**config.mk**
```make
export PLATFORM = sky130hd
export DESIGN_NAME = id_exe_skid_reg_flat
export DESIGN_NICKNAME = d
export VERILOG_FILES = /design/src/rtl/id_exe_skid_reg_if.sv /design/src/rtl/id_exe_skid_reg.sv /design/src/flat_wrapper.sv
export SDC_FILE = /design/constraint.sdc
export NUM_CORES = 1
export LEC_CHECK = 0
export CELL_PAD_IN_SITES_DETAIL_PLACEMENT = 2
export CELL_PAD_IN_SITES_GLOBAL_PLACEMENT = 2
export CORE_ASPECT_RATIO = 1.75
export CORE_MARGIN = 5
export CORE_UTILIZATION = 30
export CTS_BUF_LIST = sky130_fd_sc_hd__clkbuf_8
export CTS_CLUSTER_DIAMETER = 30
export CTS_CLUSTER_SIZE = 30
export DETAILED_ROUTE_END_ITERATION = 10
export MAX_ROUTING_LAYER = met4
export PLACE_DENSITY = 0.66
export SYNTH_ARGS = -nofsm -noshare
export SYNTH_HDL_FRONTEND = slang
export SYNTH_SLANG_ARGS = --single-unit
```
**constraint.sdc**
```tcl
create_clock -name clk -period 2.55 [get_ports clk]
set_input_delay 0.51 -clock clk [delete_from_list [all_inputs] [get_ports clk]]
set_output_delay 0.51 -clock clk [all_outputs]
set_load 0.02 [all_outputs]
```
**src/rtl/id_exe_skid_reg_if.sv**
```systemverilog
// ID->EXE stage handoff bundle: decode-side inputs, handshake, and head-entry outputs toward EXE.
// slave: the pipeline register itself; master: the surrounding decode/execute environment.
interface id_exe_skid_reg_if #(
    parameter int unsigned DATA_W = 32,
    parameter int unsigned REG_W  = 5
);
    logic              d_valid;
    logic              d_ready;
    logic              flush;
    logic              dwreg;
    logic              dm2reg;
    logic              dwmem;
    logic              daluimm;
    logic [3:0]        daluc;
    logic [REG_W-1:0]  drd;
    logic [DATA_W-1:0] dqa;
    logic [DATA_W-1:0] dqb;
    logic [DATA_W-1:0] dimm;

    logic              e_valid;
    logic              e_ready;
    logic              ewreg;
    logic              em2reg;
    logic              ewmem;
    logic [3:0]        ealuc;
    logic [REG_W-1:0]  erd;
    logic [DATA_W-1:0] eqa;
    logic [DATA_W-1:0] eqb;
    logic [DATA_W-1:0] b;

    modport slave (
        input  d_valid, flush, dwreg, dm2reg, dwmem, daluimm, daluc, drd, dqa, dqb, dimm,
        input  e_ready,
        output d_ready,
        output e_valid, ewreg, em2reg, ewmem, ealuc, erd, eqa, eqb, b
    );

    modport master (
        output d_valid, flush, dwreg, dm2reg, dwmem, daluimm, daluc, drd, dqa, dqb, dimm,
        output e_ready,
        input  d_ready,
        input  e_valid, ewreg, em2reg, ewmem, ealuc, erd, eqa, eqb, b
    );
endinterface

```
**src/rtl/id_exe_skid_reg.sv**
```systemverilog
// ID->EXE pipeline register with a 2-entry skid buffer (head + skid) and synchronous flush.
// Optional IDEXE_PERF_CNT_EN adds stall_cnt / flush_cnt performance counters.
module id_exe_skid_reg #(
    parameter int unsigned DATA_W = 32,
    parameter int unsigned REG_W  = 5
) (
    input  logic        clk,
    input  logic        clrn,
    id_exe_skid_reg_if.slave bus
`ifdef IDEXE_PERF_CNT_EN
    ,
    output logic [31:0] stall_cnt,
    output logic [31:0] flush_cnt
`endif
);

    typedef enum logic [1:0] {
        EMPTY = 2'd0,
        ONE   = 2'd1,
        TWO   = 2'd2
    } state_t;

    typedef struct packed {
        logic              wreg;
        logic              m2reg;
        logic              wmem;
        logic              aluimm;
        logic [3:0]        aluc;
        logic [REG_W-1:0]  rd;
        logic [DATA_W-1:0] qa;
        logic [DATA_W-1:0] qb;
        logic [DATA_W-1:0] imm;
    } entry_t;

    state_t state, state_nx;
    entry_t head, skid, din;
    logic   accept, pop;
    logic   load_head, load_skid, head_from_skid;
    logic   d_ready_i, e_valid_i;

    assign din = '{wreg: bus.dwreg, m2reg: bus.dm2reg, wmem: bus.dwmem, aluimm: bus.daluimm,
                   aluc: bus.daluc, rd: bus.drd, qa: bus.dqa, qb: bus.dqb, imm: bus.dimm};

    assign d_ready_i = (state != TWO);
    assign e_valid_i = (state != EMPTY);
    assign accept    = bus.d_valid & d_ready_i;
    assign pop       = e_valid_i & bus.e_ready;

    always_ff @(posedge clk or negedge clrn) begin
        if (!clrn) state <= EMPTY;
        else       state <= state_nx;
    end

    always_comb begin
        state_nx       = state;
        load_head      = 1'b0;
        load_skid      = 1'b0;
        head_from_skid = 1'b0;
        if (bus.flush) begin
            state_nx = EMPTY;
        end else begin
            case (state)
                EMPTY: if (accept) begin
                    state_nx  = ONE;
                    load_head = 1'b1;
                end
                ONE: begin
                    if (accept && pop) begin
                        load_head = 1'b1;
                    end else if (accept) begin
                        state_nx  = TWO;
                        load_skid = 1'b1;
                    end else if (pop) begin
                        state_nx = EMPTY;
                    end
                end
                TWO: if (pop) begin
                    state_nx       = ONE;
                    load_head      = 1'b1;
                    head_from_skid = 1'b1;
                end
                default: state_nx = EMPTY;
            endcase
        end
    end

    always_ff @(posedge clk or negedge clrn) begin
        if (!clrn) begin
            head      <= '0;
            head.aluc <= 4'b0010;
            skid      <= '0;
        end else begin
            if (load_head) head <= head_from_skid ? skid : din;
            if (load_skid) skid <= din;
        end
    end

    // Controls are gated by e_valid so a bubble can never write the register file or memory.
    assign bus.d_ready = d_ready_i;
    assign bus.e_valid = e_valid_i;
    assign bus.ewreg   = e_valid_i & head.wreg;
    assign bus.em2reg  = e_valid_i & head.m2reg;
    assign bus.ewmem   = e_valid_i & head.wmem;
    assign bus.ealuc   = head.aluc;
    assign bus.erd     = head.rd;
    assign bus.eqa     = head.qa;
    assign bus.eqb     = head.qb;
    assign bus.b       = head.aluimm ? head.imm : head.qb;

`ifdef IDEXE_PERF_CNT_EN
    always_ff @(posedge clk or negedge clrn) begin
        if (!clrn) begin
            stall_cnt <= '0;
            flush_cnt <= '0;
        end else begin
            if (e_valid_i && !bus.e_ready)      stall_cnt <= stall_cnt + 32'd1;
            if (bus.flush && (state != EMPTY))  flush_cnt <= flush_cnt + 32'd1;
        end
    end
`endif

endmodule

```
**src/flat_wrapper.sv**
```systemverilog
// flat-port wrapper written by rule: the top's interface ports become plain ports
module id_exe_skid_reg_flat 
#(
    parameter int unsigned DATA_W = 32,
    parameter int unsigned REG_W  = 5
)
  (clk, clrn, bus_d_valid, bus_flush, bus_dwreg, bus_dm2reg, bus_dwmem, bus_daluimm, bus_daluc, bus_drd, bus_dqa, bus_dqb, bus_dimm, bus_e_ready, bus_d_ready, bus_e_valid, bus_ewreg, bus_em2reg, bus_ewmem, bus_ealuc, bus_erd, bus_eqa, bus_eqb, bus_b);
  id_exe_skid_reg_if #(.DATA_W(DATA_W), .REG_W(REG_W)) bus_i ();
  input  logic clk;
  input  logic clrn;
  input wire logic [$bits(bus_i.d_valid)-1:0] bus_d_valid;
  input wire logic [$bits(bus_i.flush)-1:0] bus_flush;
  input wire logic [$bits(bus_i.dwreg)-1:0] bus_dwreg;
  input wire logic [$bits(bus_i.dm2reg)-1:0] bus_dm2reg;
  input wire logic [$bits(bus_i.dwmem)-1:0] bus_dwmem;
  input wire logic [$bits(bus_i.daluimm)-1:0] bus_daluimm;
  input wire logic [$bits(bus_i.daluc)-1:0] bus_daluc;
  input wire logic [$bits(bus_i.drd)-1:0] bus_drd;
  input wire logic [$bits(bus_i.dqa)-1:0] bus_dqa;
  input wire logic [$bits(bus_i.dqb)-1:0] bus_dqb;
  input wire logic [$bits(bus_i.dimm)-1:0] bus_dimm;
  input wire logic [$bits(bus_i.e_ready)-1:0] bus_e_ready;
  output wire logic [$bits(bus_i.d_ready)-1:0] bus_d_ready;
  output wire logic [$bits(bus_i.e_valid)-1:0] bus_e_valid;
  output wire logic [$bits(bus_i.ewreg)-1:0] bus_ewreg;
  output wire logic [$bits(bus_i.em2reg)-1:0] bus_em2reg;
  output wire logic [$bits(bus_i.ewmem)-1:0] bus_ewmem;
  output wire logic [$bits(bus_i.ealuc)-1:0] bus_ealuc;
  output wire logic [$bits(bus_i.erd)-1:0] bus_erd;
  output wire logic [$bits(bus_i.eqa)-1:0] bus_eqa;
  output wire logic [$bits(bus_i.eqb)-1:0] bus_eqb;
  output wire logic [$bits(bus_i.b)-1:0] bus_b;
  assign bus_i.d_valid = bus_d_valid;
  assign bus_i.flush = bus_flush;
  assign bus_i.dwreg = bus_dwreg;
  assign bus_i.dm2reg = bus_dm2reg;
  assign bus_i.dwmem = bus_dwmem;
  assign bus_i.daluimm = bus_daluimm;
  assign bus_i.daluc = bus_daluc;
  assign bus_i.drd = bus_drd;
  assign bus_i.dqa = bus_dqa;
  assign bus_i.dqb = bus_dqb;
  assign bus_i.dimm = bus_dimm;
  assign bus_i.e_ready = bus_e_ready;
  assign bus_d_ready = bus_i.d_ready;
  assign bus_e_valid = bus_i.e_valid;
  assign bus_ewreg = bus_i.ewreg;
  assign bus_em2reg = bus_i.em2reg;
  assign bus_ewmem = bus_i.ewmem;
  assign bus_ealuc = bus_i.ealuc;
  assign bus_erd = bus_i.erd;
  assign bus_eqa = bus_i.eqa;
  assign bus_eqb = bus_i.eqb;
  assign bus_b = bus_i.b;
  id_exe_skid_reg #(.DATA_W(DATA_W), .REG_W(REG_W)) u_core (.clk(clk), .clrn(clrn), .bus(bus_i));
endmodule
```
==> flow_summary.yaml <==
flow_run:
  cap_violations: 0
pwr:
  switching_share_pct: 28.2
  seq_power_share_pct: 39.2
  power_mw: 12.3
  switchingPower_mw: 3.46
  p_comb_share_pct: 25.0
  vdd_ir_drop_max_uv: 422
  p_leak_nw: 5.92
  p_clk_share_pct: 35.8
  p_int_mw: 8.79
  powerDensity_nw_per_um2: 865
layout:
  stdcell_count: 1404
  final_cell_mix: "352 x mux2_2, 217 x dfrtp_1, 190 x clkdlybuf4s50_1"
  drive_above_1_share_pct: 51.5
  nets: 1023
  mostFrequentLayoutCell: "mux2_2"
  syn2layout_area_growth_pct: 35.6
timing:
  slew_headroom_pct: 61.6
  max_freq_ghz: 0.411
  slew_violations: 0
  rsz0062_at_grt: "no"
  setup-tns-final_ns: 0
  setup_slack_ns: 0.118
  fin_crit_sh_pct: 95.4
  post-route-min-period_ns: 2.43
  fin_skew_ns: 0.0131
  setup_violations: 0
  worst_pin_slew_ns: 0.576
  hold_viol: 0
floorplan:
  core-area_um2: 34500
  initial_core_util_pct: 30.3
  fp.dieW_um: 151
  io_pins: 224
  rows: 90
  chipHeight_um: 257
  dieArea_um2: 38800
clocking:
  cts_tree: "done"
  insertion_delay_ns: 0.55
  clk_pin_slew_ns: 0.06
  cts_buffers: 45
  cts_sinks: 220
  root_buffer: "clkbuf_8"
  clk_path_buf_depth: 3
  htree_levels: 2
logic_synthesis:
  syn_area_per_cell_um2: 14.6
  synth.distinct_cells: 23
  yosysWarnings: 0
  yosys_register_bits: 220
  syn_nets: 827
  syn_inst: 713
  syn-cell-area_um2: 10400
  seq_area_frac_synth_pct: 52.7
global_route:
  overflow: 0
  grt_pass1_wl_um: 44500
  antenna_found_initial: 1
  grt_pass1_vias: 7575
  track_usage_pct: 15.3
  grt_max_degree: 70
detailed_routing:
  drtIter0Drc: 78
  viasPerCell: 4.52
  drt-met1-wl_um: 9950
  ant_nets: 0
  wl_met2_um: 16200
  drcViolationCount: 0
  wl_met3_um: 1330
  top_layer_used: "met4"
  via_count: 6347
  routed_wl_um: 28300
  avgRoutedWirePerCell_um: 20.1
  drt_first_pass_iters: 4
setup_path:
  critPathCaptureType: "output pin"
  crit_slowest_cell: "dfrtp_2"
  cp_cell_sequence: "buf_12, buf_12, mux2_2, dlygate4sd2_1"
  critPathMaxFanout: 11
  critical-path-max-stage-delay_ns: 0.38
  worst-endpoint-arrival_ns: 1.92
  path_common_cell: "buf_12"
  start_kind: "flip-flop"
  critPathRequiredTime_ns: 2.04
  critPathKind: "flip-flop to output pin"
place:
  routabilityCongestion: 0.724
  portBuffers: 223
  dp.cells: 1317
  hpwl_um: 19700
  dp_slack_ns: 0.0935
min_path:
  hold_path_class: "flip-flop to flip-flop"
outcome:
  status: "completed"
[area by class of cell]
| class | instances | area, um2 |
|---|---|---|
| Clock buffer | 52 | 716 |
| Tap cell | 460 | 576 |
| Antenna cell | 1 | 2.50 |
| Timing Repair Buffer | 261 | 2790 |
| Inverter | 2 | 7.51 |
| Multi-Input combinational cell | 379 | 4200 |
| Clock inverter | 29 | 365 |
| Sequential cell | 220 | 5510 |
| Fill cell | 3469 | 20300 |
[synth_stat cells, drive strengths merged]
| library cell | number | area (um2) |
|---|---|---|
| inv | 2 | 7.50 |
| mux2 | 359 | 4040 |
| mux2i | 1 | 10.0 |
| nand2b | 1 | 6.26 |
| clkbuf | 4 | 15.0 |
| buf | 108 | 751 |
| a2bb2oi | 1 | 8.76 |
| nand3 | 1 | 5.00 |
| a21oi | 1 | 5.00 |
| nor2 | 7 | 33.8 |
| o21a | 1 | 7.51 |
| dfstp | 1 | 26.3 |
| nor3 | 1 | 5.00 |
| and2b | 1 | 7.51 |
| o21ai | 1 | 5.00 |
| nor2b | 4 | 27.5 |
| dfrtp | 219 | 5480 |
[state kept, by name, indices dropped and copies added (netlist names)]
| register | count |
|---|---|
| u_core.bus.eqa | 32 |
| u_core.bus.ealuc | 4 |
| u_core.head | 36 |
| u_core.state | 2 |
| u_core.bus.eqb | 32 |
| u_core.skid | 109 |
| u_core.bus.erd | 5 |
[worst max-delay path: cells and delay by family (launching register included)]
| kind | cells | cell delay [ns] |
|---|---|---|
| buffers and inverters | 3 | 0.64 |
| flip-flops | 1 | 0.38 |
| multiplexers | 1 | 0.35 |
[path summary, 6_finish.rpt]
path	start	endpoint	slack (ns)	depth (start not counted)
max	u_core.head[105]$_DFFE_PN0P_	bus_b[10]	0.12	4
min	u_core.skid[80]$_DFFE_PN0P_	u_core.skid[80]$_DFFE_PN0P_	0.50	1
max reg2reg	u_core.state[0]$_DFFE_PN0P_	u_core.bus.eqb[29]$_DFFE_PN0P_	0.49	6
min reg2reg	u_core.skid[80]$_DFFE_PN0P_	u_core.skid[80]$_DFFE_PN0P_	0.50	1
max in group asynchronous	clrn	u_core.skid[21]$_DFFE_PN0P_	1.37	3
min in group asynchronous	clrn	u_core.head[27]$_DFFE_PN0P_	0.51	2
[stage by stage]
step,cell area (um2),util (%),hold WS (ns)
after floorplan,10400,-,0.214
after global placement,13000,37.7,0.480
after detailed placement,13000,37.7,0.488
after CTS,14100,41.1,0.502
after global routing,14200,41.1,0.516
final,14200,41.1,0.500
[metal layers]
metal  track usage [%]  vias up
met5                 -        -
met4              5.35        0
met3              3.14       53
met2              28.5      155
met1              15.5     3295
li1                  -     2844
[cell families (layout without fill, tap and decap cells)]
family	Yosys count	in the layout	share of synthesized area, %
mux	360	360	38.8
compound gates	4	4	0.252
simple gates	15	15	0.815
other cells	0	1	0
buf+inv	114	344	7.40
flops	220	220	52.7
[repair_timing]
item                                   CTS  global route
gates cloned                             1             0
endpoints found under the hold margin   61             0
hold buffers                             1             0
gates resized for setup                 59             1
pin swaps                                0             0
setup endpoints to repair               35            10
setup buffers                            2             1
[power groups by stage]
stage / Sequential, mW / Clock [mW] / Combinational (mW)
5_1_grt: 4.91 / 4.74 / 3.29
3_5_place_dp: 4.87 / 0 / 3.16
6_report: 4.80 / 4.38 / 3.07
2_1_floorplan: 4.68 / 0 / 2.09
4_1_cts: 4.82 / 4.57 / 3.13
3_3_place_gp: 4.82 / 0 / 3.11
Note: power is estimated with default switching activity, not from simulation.
==> RTL edit (same flow settings) <==
`REG_W` is set to 5 in 3 places; all go to 10.
--- a/src/rtl/id_exe_skid_reg_if.sv
+++ b/src/rtl/id_exe_skid_reg_if.sv
@@ -2,7 +2,7 @@
 // slave: the pipeline register itself; master: the surrounding decode/execute environment.
 interface id_exe_skid_reg_if #(
     parameter int unsigned DATA_W = 32,
-    parameter int unsigned REG_W  = 5
+    parameter int unsigned REG_W  = 10
 );
     logic              d_valid;
     logic              d_ready;
--- a/src/rtl/id_exe_skid_reg.sv
+++ b/src/rtl/id_exe_skid_reg.sv
@@ -2,7 +2,7 @@
 // Optional IDEXE_PERF_CNT_EN adds stall_cnt / flush_cnt performance counters.
 module id_exe_skid_reg #(
     parameter int unsigned DATA_W = 32,
-    parameter int unsigned REG_W  = 5
+    parameter int unsigned REG_W  = 10
 ) (
     input  logic        clk,
     input  logic        clrn,
--- a/src/flat_wrapper.sv
+++ b/src/flat_wrapper.sv
@@ -2,7 +2,7 @@
 module id_exe_skid_reg_flat 
 #(
     parameter int unsigned DATA_W = 32,
-    parameter int unsigned REG_W  = 5
+    parameter int unsigned REG_W  = 10
 )
   (clk, clrn, bus_d_valid, bus_flush, bus_dwreg, bus_dm2reg, bus_dwmem, bus_daluimm, bus_daluc, bus_drd, bus_dqa, bus_dqb, bus_dimm, bus_e_ready, bus_d_ready, bus_e_valid, bus_ewreg, bus_em2reg, bus_ewmem, bus_ealuc, bus_erd, bus_eqa, bus_eqb, bus_b);
   id_exe_skid_reg_if #(.DATA_W(DATA_W), .REG_W(REG_W)) bus_i ();
Interface: changed (resized bus_drd and bus_erd); port bits go from 224 to 234. No check against the original RTL was run, so the function may have changed too.
==> RTL edit against the unedited design <==
Count of clock-buffer cells in the layout up 5; total power up 0.65%; design area up 3.4%; non-clock buffer count up 16; worst setup slack better by 0.012 ns; combinational power up 1%; synthesized area up 4.7%; first-iteration DRC count up 67%; sequential cell count up 10; wire length up 4.7%; clock skew up 0.0080 ns.
==> RTL edit: results (changes against the unedited design) <==
| Metric | Value |
|---|---|
| Buffers on Ports | 233 (was 223) |
| Worst Tran Pin Value | 0.487 ns (was 0.576 ns) |
| CTS buffer count | 42 (was 45) |
| Largest net degree at the start of global routing | 73 (was 70) |
| Crit-path max FO | 15 (was 11) |
| Worst Hold Class | in -> async (was reg -> reg) |
| Share of cells above drive strength 1 | 44.7% (was 51.5%) |
| Dpl cells | 1,370 (was 1,317) |
| DR vias | 6,558 (was 6,347) |
| Drt first pass iters | 3 (was 4) |
| Peak supply drop | 0.413 mV (was 0.422 mV) |
| Drt total wl | 29,600 um (was 28,300 um) |
| Register area share after synthesis | 52.6% (was 52.7%) |
| Clock Latency Late Sink | 0.55 ns (about the same) |
| Static Leakage | 6.16 nW (was 5.92 nW) |
| R2R Path Start | u_core.state[0] (unchanged) |
| Iter 0 DRT Violations | 130 (was 78) |
| Critical Path Source | u_core.head[110] (was u_core.head[105]) |
| Detailed placer's ending HPWL | 21,600 um (was 19,700 um) |
| Top Registers | u_core.skid x114, u_core.head x36 (was u_core.skid x109, u_core.head x36) |
| Routability cong. | 0.721 (was 0.724) |
| Final nets | 1,066 (was 1,023) |
| Vias in the first global route | 7,618 (was 7,575) |
| Root buf cell | clkbuf_8 (unchanged) |
| Overall routing resource usage | 14.9% (was 15.3%) |
| Outcome | completed (unchanged) |
| Syn_area_per_cell | 14.7 um2 (was 14.6 um2) |
| Post-Route Skew | 0.0212 ns (was 0.0131 ns) |
| Wire per inst | 20.4 um (was 20.1 um) |
| First-pass GRT wire length | 45,800 um (was 44,500 um) |
| Synth top cells by count | mux2_2 (314), dfrtp_1 (229), buf_4 (85) (was mux2_2 (352), dfrtp_1 (219), buf_4 (74)) |
| Initial antenna violation count | 2 (was 1) |
[RTL edit: changes by cell type after synthesis, sizes merged]
cell / unedited run / this run
and2b: 1 / 0
mux2: 359 / 374
buf: 108 / 114
nor2b: 4 / 5
dfrtp: 219 / 229
[RTL edit: report_power, final]
part	switching, mW	total, mW	internal (mW)
registers	0.491	5.04	4.55
logic	1.36	3.11	1.75
clock network	1.58	4.18	2.60
[RTL edit: cell families after synthesis]
family                 share of synthesized area, %
AOI/OAI and AO/OA                             0.297
buffers and inverters                          7.71
DFF                                            52.6
muxes                                          38.6
and+or+nand+nor                               0.744
[RTL edit: path summary, 6_finish.rpt]
kind	slack [ns]	cells past startpoint	to
setup / recovery	0.13	3	bus_b[0]
hold / removal	0.50	2	u_core.skid[56]
setup reg to reg	0.42	7	u_core.bus.eqb[20]
hold reg to reg	0.50	1	u_core.skid[66]
max in group asynchronous	1.26	3	u_core.skid[91]
min in group clk	0.50	1	u_core.skid[66]
[RTL edit: stage by stage]
stage / power [mW] / setup WS, ns / util (%) / hold slack [ns]
after CTS: 12.6 / 0.0154 / 40.6 / 0.479
after detailed placement: 8.40 / 0.0238 / 37.9 / 0.490
after global routing: 13.0 / 0.0496 / 40.7 / 0.511
after floorplan: 7.07 / 0.676 / - / 0.214
after global placement: 8.27 / 0.0756 / 37.9 / 0.481
final: 12.3 / 0.129 / 40.7 / 0.497
[RTL edit: routing by layer]
| metal | up-vias | GRT usage, % | part of all wire (%) |
|---|---|---|---|
| li1 | 2962 | - | - |
| met1 | 3387 | 15.0 | 35 |
| met2 | 166 | 28.3 | 58 |
| met3 | 43 | 3.11 | 4.6 |
| met4 | 0 | 4.92 | 2.3 |
| met5 | - | - | 0 |
[RTL edit: cell type report]
type,count,share of cell area [%]
clock inverters,16,1.59
diodes,2,0.0342
well taps,470,4.01
inverters,2,0.0512
flip-flops and latches,230,39.3
multi-input cells,394,29.8
repair buffers,277,19.8
clock buffers,57,5.35
[RTL edit: timing repair]
| item | CTS | global route |
|---|---|---|
| endpoints found under the setup margin | 36 | 3 |
| hold buffers | 1 | 0 |
| gates resized for setup | 34 | 1 |
| endpoints found under the hold margin | 53 | 0 |
| setup buffers | 2 | 0 |
[RTL edit: worst max-delay path, cell delays in order, from the launching register on]
cell,delay (ns)
dfrtp_4,0.47
buf_12,0.18
mux2_2,0.34
dlygate4sd2_1,0.35
